<file path="config.mk">
export PLATFORM = sky130hd
export DESIGN_NAME = spi_mem_fetch
export DESIGN_NICKNAME = d
export VERILOG_FILES = /design/src/rtl/spi_mem_fetch_pkg.sv /design/src/rtl/spi_mem_fetch_sclk_gen.sv /design/src/rtl/spi_mem_fetch.sv
export SDC_FILE = /design/constraint.sdc
export NUM_CORES = 1
export LEC_CHECK = 0
export BUFFER_PORTS_ARGS = -buffer_cell sky130_fd_sc_hd__buf_2
export CAP_MARGIN = 10
export CORE_ASPECT_RATIO = 1.75
export CORE_MARGIN = 1
export CORE_UTILIZATION = 30
export DETAILED_ROUTE_END_ITERATION = 12
export GPL_ROUTABILITY_DRIVEN = 1
export PLACE_DENSITY = 0.5
export REMOVE_ABC_BUFFERS = 1
export SYNTH_ARGS = -nofsm -noshare
export SYNTH_HDL_FRONTEND = slang
export SYNTH_SLANG_ARGS = --single-unit
</file>
<file path="constraint.sdc">
create_clock -name clk -period 1.95 [get_ports clk]
set_input_delay 0.0975 -clock clk [delete_from_list [all_inputs] [get_ports clk]]
set_output_delay 0.0975 -clock clk [all_outputs]
set_load 0.005 [all_outputs]
</file>
<file path="src/rtl/spi_mem_fetch_pkg.sv">
// spi_fetch_pkg: shared types and frame constants for the SPI memory fetch engine.
// Holds the FSM state encoding and the bit counts of a full READ frame
// (cmd + 16-bit addr + data byte) and of the data-only continuation.
package spi_fetch_pkg;

  typedef enum logic [1:0] {
    IDLE   = 2'd0,
    SHIFT  = 2'd1,
    DONE   = 2'd2,
    CS_GAP = 2'd3
  } spi_fetch_state_t;

  localparam int SPI_FRAME_BITS = 32;
  localparam int SPI_DATA_BITS  = 8;

endpackage

</file>
<file path="src/rtl/spi_mem_fetch_sclk_gen.sv">
// spi_sclk_gen: SCLK divider for the SPI fetch engine.
// The divider is a down-counter that toggles sclk when it reaches zero and
// reloads CLK_DIV-1. While disabled it is held reloaded with sclk low, so
// the first rising edge lands CLK_DIV cycles after enable goes high.
// Ports:
//   clk  in  system clock
//   rst  in  asynchronous active-high reset
//   en   in  run the divider (high only while shifting)
//   sclk out SPI clock, idle low
//   rise out strobe: sclk goes high at this clk edge
//   fall out strobe: sclk goes low at this clk edge
module spi_sclk_gen #(
  parameter int CLK_DIV = 2
) (
  input  logic clk,
  input  logic rst,
  input  logic en,
  output logic sclk,
  output logic rise,
  output logic fall
);

  localparam int DIV_W = $clog2(CLK_DIV) + 1;
  localparam logic [DIV_W-1:0] DIV_LAST = DIV_W'(CLK_DIV - 1);

  logic [DIV_W-1:0] div_cnt;
  logic             div_tc;

  assign div_tc = en && (div_cnt == '0);
  assign rise   = div_tc && !sclk;
  assign fall   = div_tc && sclk;

  always_ff @(posedge clk or posedge rst) begin
    if (rst) begin
      div_cnt <= '0;
      sclk    <= 1'b0;
    end else if (!en) begin
      div_cnt <= DIV_LAST;
      sclk    <= 1'b0;
    end else if (div_tc) begin
      div_cnt <= DIV_LAST;
      sclk    <= ~sclk;
    end else begin
      div_cnt <= div_cnt - 1'b1;
    end
  end

endmodule

</file>
<file path="src/rtl/spi_mem_fetch.sv">
// spi_mem_fetch: SPI (mode 0) READ engine serving the CU fetch handshake.
// On req it sends {CMD_READ, addr, 8'h00} MSB-first, samples miso on every
// sclk rise and presents the last received byte on data with done held
// until req drops. Full transfer latency is 64*CLK_DIV cycles.
// Optional feature, macro SPI_SEQ_EN: keeps cs_n low after a read; a request
// for the next address shifts only the data byte (16*CLK_DIV), any other
// address first raises cs_n for 2*CLK_DIV cycles (CS_GAP) then runs a full frame.
// Ports:
//   clk  in  system clock          rst  in  async active-high reset
//   req  in  level fetch request   addr in  byte address, sampled on accept
//   done out transfer complete     data out last byte read
//   busy out accept..done          sclk/cs_n/mosi out, miso in: SPI bus
//
// state  | meaning
// IDLE   | waiting for req
// SHIFT  | sclk running, frame shifting out/in
// DONE   | data valid, done held until req drops
// CS_GAP | cs_n high before restarting a non-sequential frame
module spi_mem_fetch
  import spi_fetch_pkg::*;
#(
  parameter int          CLK_DIV  = 2,
  parameter int          ADDR_W   = 16,
  parameter logic [7:0]  CMD_READ = 8'h03
) (
  input  logic              clk,
  input  logic              rst,
  input  logic              req,
  input  logic [ADDR_W-1:0] addr,
  output logic              done,
  output logic [7:0]        data,
  output logic              busy,
  output logic              sclk,
  output logic              cs_n,
  output logic              mosi,
  input  logic              miso
);

  localparam int GAP_W = $clog2(2 * CLK_DIV) + 1;
  localparam logic [GAP_W-1:0] GAP_LAST = GAP_W'(2 * CLK_DIV - 1);

  spi_fetch_state_t state, state_nxt;

  logic [SPI_FRAME_BITS-1:0] sr;
  logic [5:0]                bit_cnt;
  logic [5:0]                frame_last;
  logic [ADDR_W-1:0]         addr_q;
  logic [GAP_W-1:0]          gap_cnt;
  logic                      short_q;
  logic                      sclk_rise, sclk_fall;
  logic                      frame_end;
  logic                      need_gap, seq_hit;

`ifdef SPI_SEQ_EN
  logic              seq_valid;
  logic [ADDR_W-1:0] next_addr;

  assign seq_hit  = seq_valid && (addr == next_addr);
  assign need_gap = seq_valid && (addr != next_addr);
`else
  assign seq_hit  = 1'b0;
  assign need_gap = 1'b0;
`endif

  spi_sclk_gen #(.CLK_DIV(CLK_DIV)) u_sclk_gen (
    .clk  (clk),
    .rst  (rst),
    .en   (state == SHIFT),
    .sclk (sclk),
    .rise (sclk_rise),
    .fall (sclk_fall)
  );

  // bit_cnt counts rises, so the last fall of a frame sees the full count
  assign frame_last = short_q ? 6'(SPI_DATA_BITS) : 6'(SPI_FRAME_BITS);
  assign frame_end  = sclk_fall && (bit_cnt == frame_last);

  always_ff @(posedge clk or posedge rst) begin
    if (rst) state <= IDLE;
    else     state <= state_nxt;
  end

  always_comb begin
    state_nxt = state;
    case (state)
      IDLE:    if (req) state_nxt = need_gap ? CS_GAP : SHIFT;
      SHIFT:   if (frame_end) state_nxt = DONE;
      DONE:    if (!req) state_nxt = IDLE;
      CS_GAP:  if (gap_cnt == '0) state_nxt = SHIFT;
      default: state_nxt = IDLE;
    endcase
  end

  always_ff @(posedge clk or posedge rst) begin
    if (rst) begin
      sr      <= '0;
      bit_cnt <= '0;
      addr_q  <= '0;
      gap_cnt <= '0;
      short_q <= 1'b0;
      done    <= 1'b0;
      busy    <= 1'b0;
      data    <= 8'h00;
      cs_n    <= 1'b1;
      mosi    <= 1'b0;
`ifdef SPI_SEQ_EN
      seq_valid <= 1'b0;
      next_addr <= '0;
`endif
    end else begin
      case (state)
        IDLE: begin
          if (req) begin
            addr_q  <= addr;
            busy    <= 1'b1;
            bit_cnt <= '0;
            short_q <= seq_hit;
            if (need_gap) begin
              cs_n    <= 1'b1;
              gap_cnt <= GAP_LAST;
            end else if (seq_hit) begin
              // continuation: memory streams the next byte, nothing to send
              sr   <= '0;
              mosi <= 1'b0;
              cs_n <= 1'b0;
            end else begin
              sr   <= {CMD_READ, addr, 8'h00};
              mosi <= CMD_READ[7];
              cs_n <= 1'b0;
            end
          end
        end
        CS_GAP: begin
          if (gap_cnt == '0) begin
            sr   <= {CMD_READ, addr_q, 8'h00};
            mosi <= CMD_READ[7];
            cs_n <= 1'b0;
          end else begin
            gap_cnt <= gap_cnt - 1'b1;
          end
        end
        SHIFT: begin
          if (sclk_rise) begin
            sr      <= {sr[SPI_FRAME_BITS-2:0], miso};
            bit_cnt <= bit_cnt + 6'd1;
          end
          if (frame_end) begin
            data <= sr[SPI_DATA_BITS-1:0];
            done <= 1'b1;
            busy <= 1'b0;
            mosi <= 1'b0;
`ifdef SPI_SEQ_EN
            seq_valid <= 1'b1;
            next_addr <= addr_q + ADDR_W'(1);
`else
            cs_n <= 1'b1;
`endif
          end else if (sclk_fall) begin
            mosi <= sr[SPI_FRAME_BITS-1];
          end
        end
        DONE: begin
          if (!req) done <= 1'b0;
        end
        default: ;
      endcase
    end
  end

endmodule

</file>
==> reports/summary.txt <==
outcome - complete, no violations
share of layout cells above drive strength 1 - 0.272
Peak VDD IR - 0.466 mV
CP startpoint kind - flip-flop
number of global-route vias before repair - 2386
arrival time at the worst endpoint - 2.08 ns
# H-tree levels - 3
standard-cell rows - 50
EDFF count, synth - 0
Synth Area in Compound Gates - 0.156
Place WS - 0.0979 ns
CTS max path bufs - 2
Initial Util - 0.310
Max Freq - 0.535 GHz
crit-path max FO - 4
CTS root buf - clkbuf_16
die height - 141 um
Post-Synth Adder-Cell Area - 0.0375
Vias - 2385
P_sw - 0.000635 W
Tcrit/Tclk final - 0.958
setup violators final - 0
largest net degree at the start of global routing - 75
sequential area share after synthesis - 0.556
Layout area overhead - 20.6%
Synth Warn # - 0
fin. max-slew vios - 0
drt drc - 0
clock edge transition at the registers on the reported setup and hold paths - 0.05 ns
leakage - 1.96 nW
RSZ-0062 raised after global routing - yes
Post-Synthesis Cells - 308
post-DR wirelength/cell - 14.4 um
MaxCap Viol Count - 0
ys async rst share - 1.00
Total Nets Final - 382
post-route cell area - 4020 um^2
final hold vios - 0
most frequent cells in the layout - 73 x dfrtp_1, 56 x nand2_1, 38 x o21ai_0
final core utilization - 0.374
antenna fix cells - 0
IO Count - 33
post-route ant nets - 0
Power Dens Cells - 767 nW/um^2
CTS tree - yes
Die Wd - 81.7 um
most common cell after layout, fill and taps aside - dfrtp_1
WP data required - 2.16 ns
placed inst area - 3710 um^2
Clock Latency Late Sink - 0.33 ns
Mapped Area - 3330 um^2
Synth Area in Simple Gates - 0.114
DRT iter0 DRCs - 97
Worst Setup End Kind - flip-flop
Synth Area in XOR/XNOR - 0.0105
fin crit period - 1.87 ns
CTS Buf Count - 9
post-route setup slack - 0.0821 ns
DP Wirelength - 4320 um
Placed Cells - 466
number of library cell types mapped by synthesis - 37
WS Path Type - reg2reg
setup_tns - 0 ns
Hold Crit Class - in2reg
Post-Route Skew - 0.00371 ns
Worst-Margin Slew - 0.409 ns
Int Power - 0.00245 W
all-layer global routing usage - 0.132
core area - 10800 um^2
drt pass-1 iters - 4
Clk pwr share - 0.467
PortBufs - 32
first-pass GRT wire length - 11400 um
Logic pwr share - 0.027
Routed Wire Length - 6940 um
fill count - 1113
Sw Ratio - 0.206
Post-synth top flop - dfrtp_1
largest family of logic cells by synthesized area - compound AO/OA/AOI/OAI gates
register share of total power - 0.506
die footprint - 11600 um^2
Worst slew margin - 0.728
Yosys reg bits - 74
non-filler cells, final - 483
synthesized area per cell - 10.8 um^2
vias per std cell - 4.94
clock sinks - 74
initial antenna violation count - 0
mux cell area share after synthesis - 0.0916
GRT overflow - 0
routability cong. - 0.760
layout make-up:
type                            instances  area, um^2  share of cell area
Sequential cell                        74        1850               0.461
Inverter                               10        37.5             0.00933
Tap cell                              130         163              0.0404
Multi-Input combinational cell        206        1380               0.344
Clock inverter                          1        5.00             0.00124
Timing Repair Buffer                   51         339              0.0843
Clock buffer                           11         243              0.0603
logic make-up (layout without fill, tap and decap cells):
kind of cell / Yosys count / in the layout
AOI/OAI and AO/OA: 84 / 84
xor gates and xnor gates: 4 / 4
adders and majority gates: 10 / 10
buffers and inverters: 28 / 73
DFF: 74 / 74
muxes: 27 / 27
and+or+nand+nor: 81 / 81
metal layers:
layer	GRT usage	share of wire
met1	0.153	0.44
met4	0.0831	0.029
met3	0.0154	0.023
met5	0	0
met2	0.224	0.51
cells in the mapped netlist, types with 2 or more instances:
library cell	instances	area [um^2]
nand2_1	56	210
and3_1	2	12.5
dfrtp_1	73	1830
a21oi_1	17	85.1
buf_2	4	20.0
o211ai_1	4	30.0
inv_1	10	37.5
mux2i_1	2	20.0
nor2_1	8	30.0
clkbuf_1	13	48.8
o2111ai_1	2	17.5
o21ai_0	38	190
nand3_1	2	10.0
nand2b_1	3	18.8
mux2_2	24	270
ha_1	10	125
a22o_1	18	158
xor2_1	3	26.3
registers in the layout, summed over array words and instances (netlist names), 2 cells and up:
name / count
sr: 32
addr_q: 16
data: 8
bit_cnt: 6
gap_cnt: 3
state: 2
u_sclk_gen.div_cnt: 2
power by group through the flow:
| stage | sequential [W] | combinational, W | clock [W] |
|---|---|---|---|
| 2_1_floorplan | 0.00158 | 0.0000432 | 0 |
| 3_3_place_gp | 0.00159 | 0.0000859 | 0 |
| 3_5_place_dp | 0.00159 | 0.0000866 | 0 |
| 4_1_cts | 0.00156 | 0.0000885 | 0.00148 |
| 5_1_grt | 0.00156 | 0.000101 | 0.00153 |
| 6_report | 0.00156 | 0.0000843 | 0.00144 |
worst max-delay path: stages (launching register included):
cell      delay (ns)
dfrtp_1         0.37
inv_1           0.11
ha_2            0.23
and4bb_2        0.28
nand3_2         0.09
a221o_1         0.36
mux2_4          0.31
timing repair:
action / in CTS / in global routing
setup buffers: 0 / 3
hold buffers: 1 / 0
gates resized for setup: 0 / 7
setup endpoints to repair: 0 / 16
hold endpoints to repair: 73 / 0
metrics by stage:
step	hold slack (ns)	total power, W
after floorplan	0.242	0.00163
after global placement	0.214	0.00167
after detailed placement	0.217	0.00167
after CTS	0.00518	0.00313
final	0.0164	0.00308
after global routing	0.0191	0.00320
worst paths after layout:
| path | startpoint | endpoint | slack (ns) | depth (start not counted) |
|---|---|---|---|---|
| max | state[1] | state[1] | 0.08 | 6 |
| min | addr[9] | addr_q[9] | 0.02 | 2 |
| max reg2reg | state[1] | state[1] | 0.08 | 6 |
| min reg2reg | gap_cnt[0] | gap_cnt[0] | 0.47 | 1 |
| max in group asynchronous | rst | addr_q[12] | 1.23 | 4 |
| min in group asynchronous | rst | data[4] | 0.38 | 4 |
(Power assumes the default switching activity.)
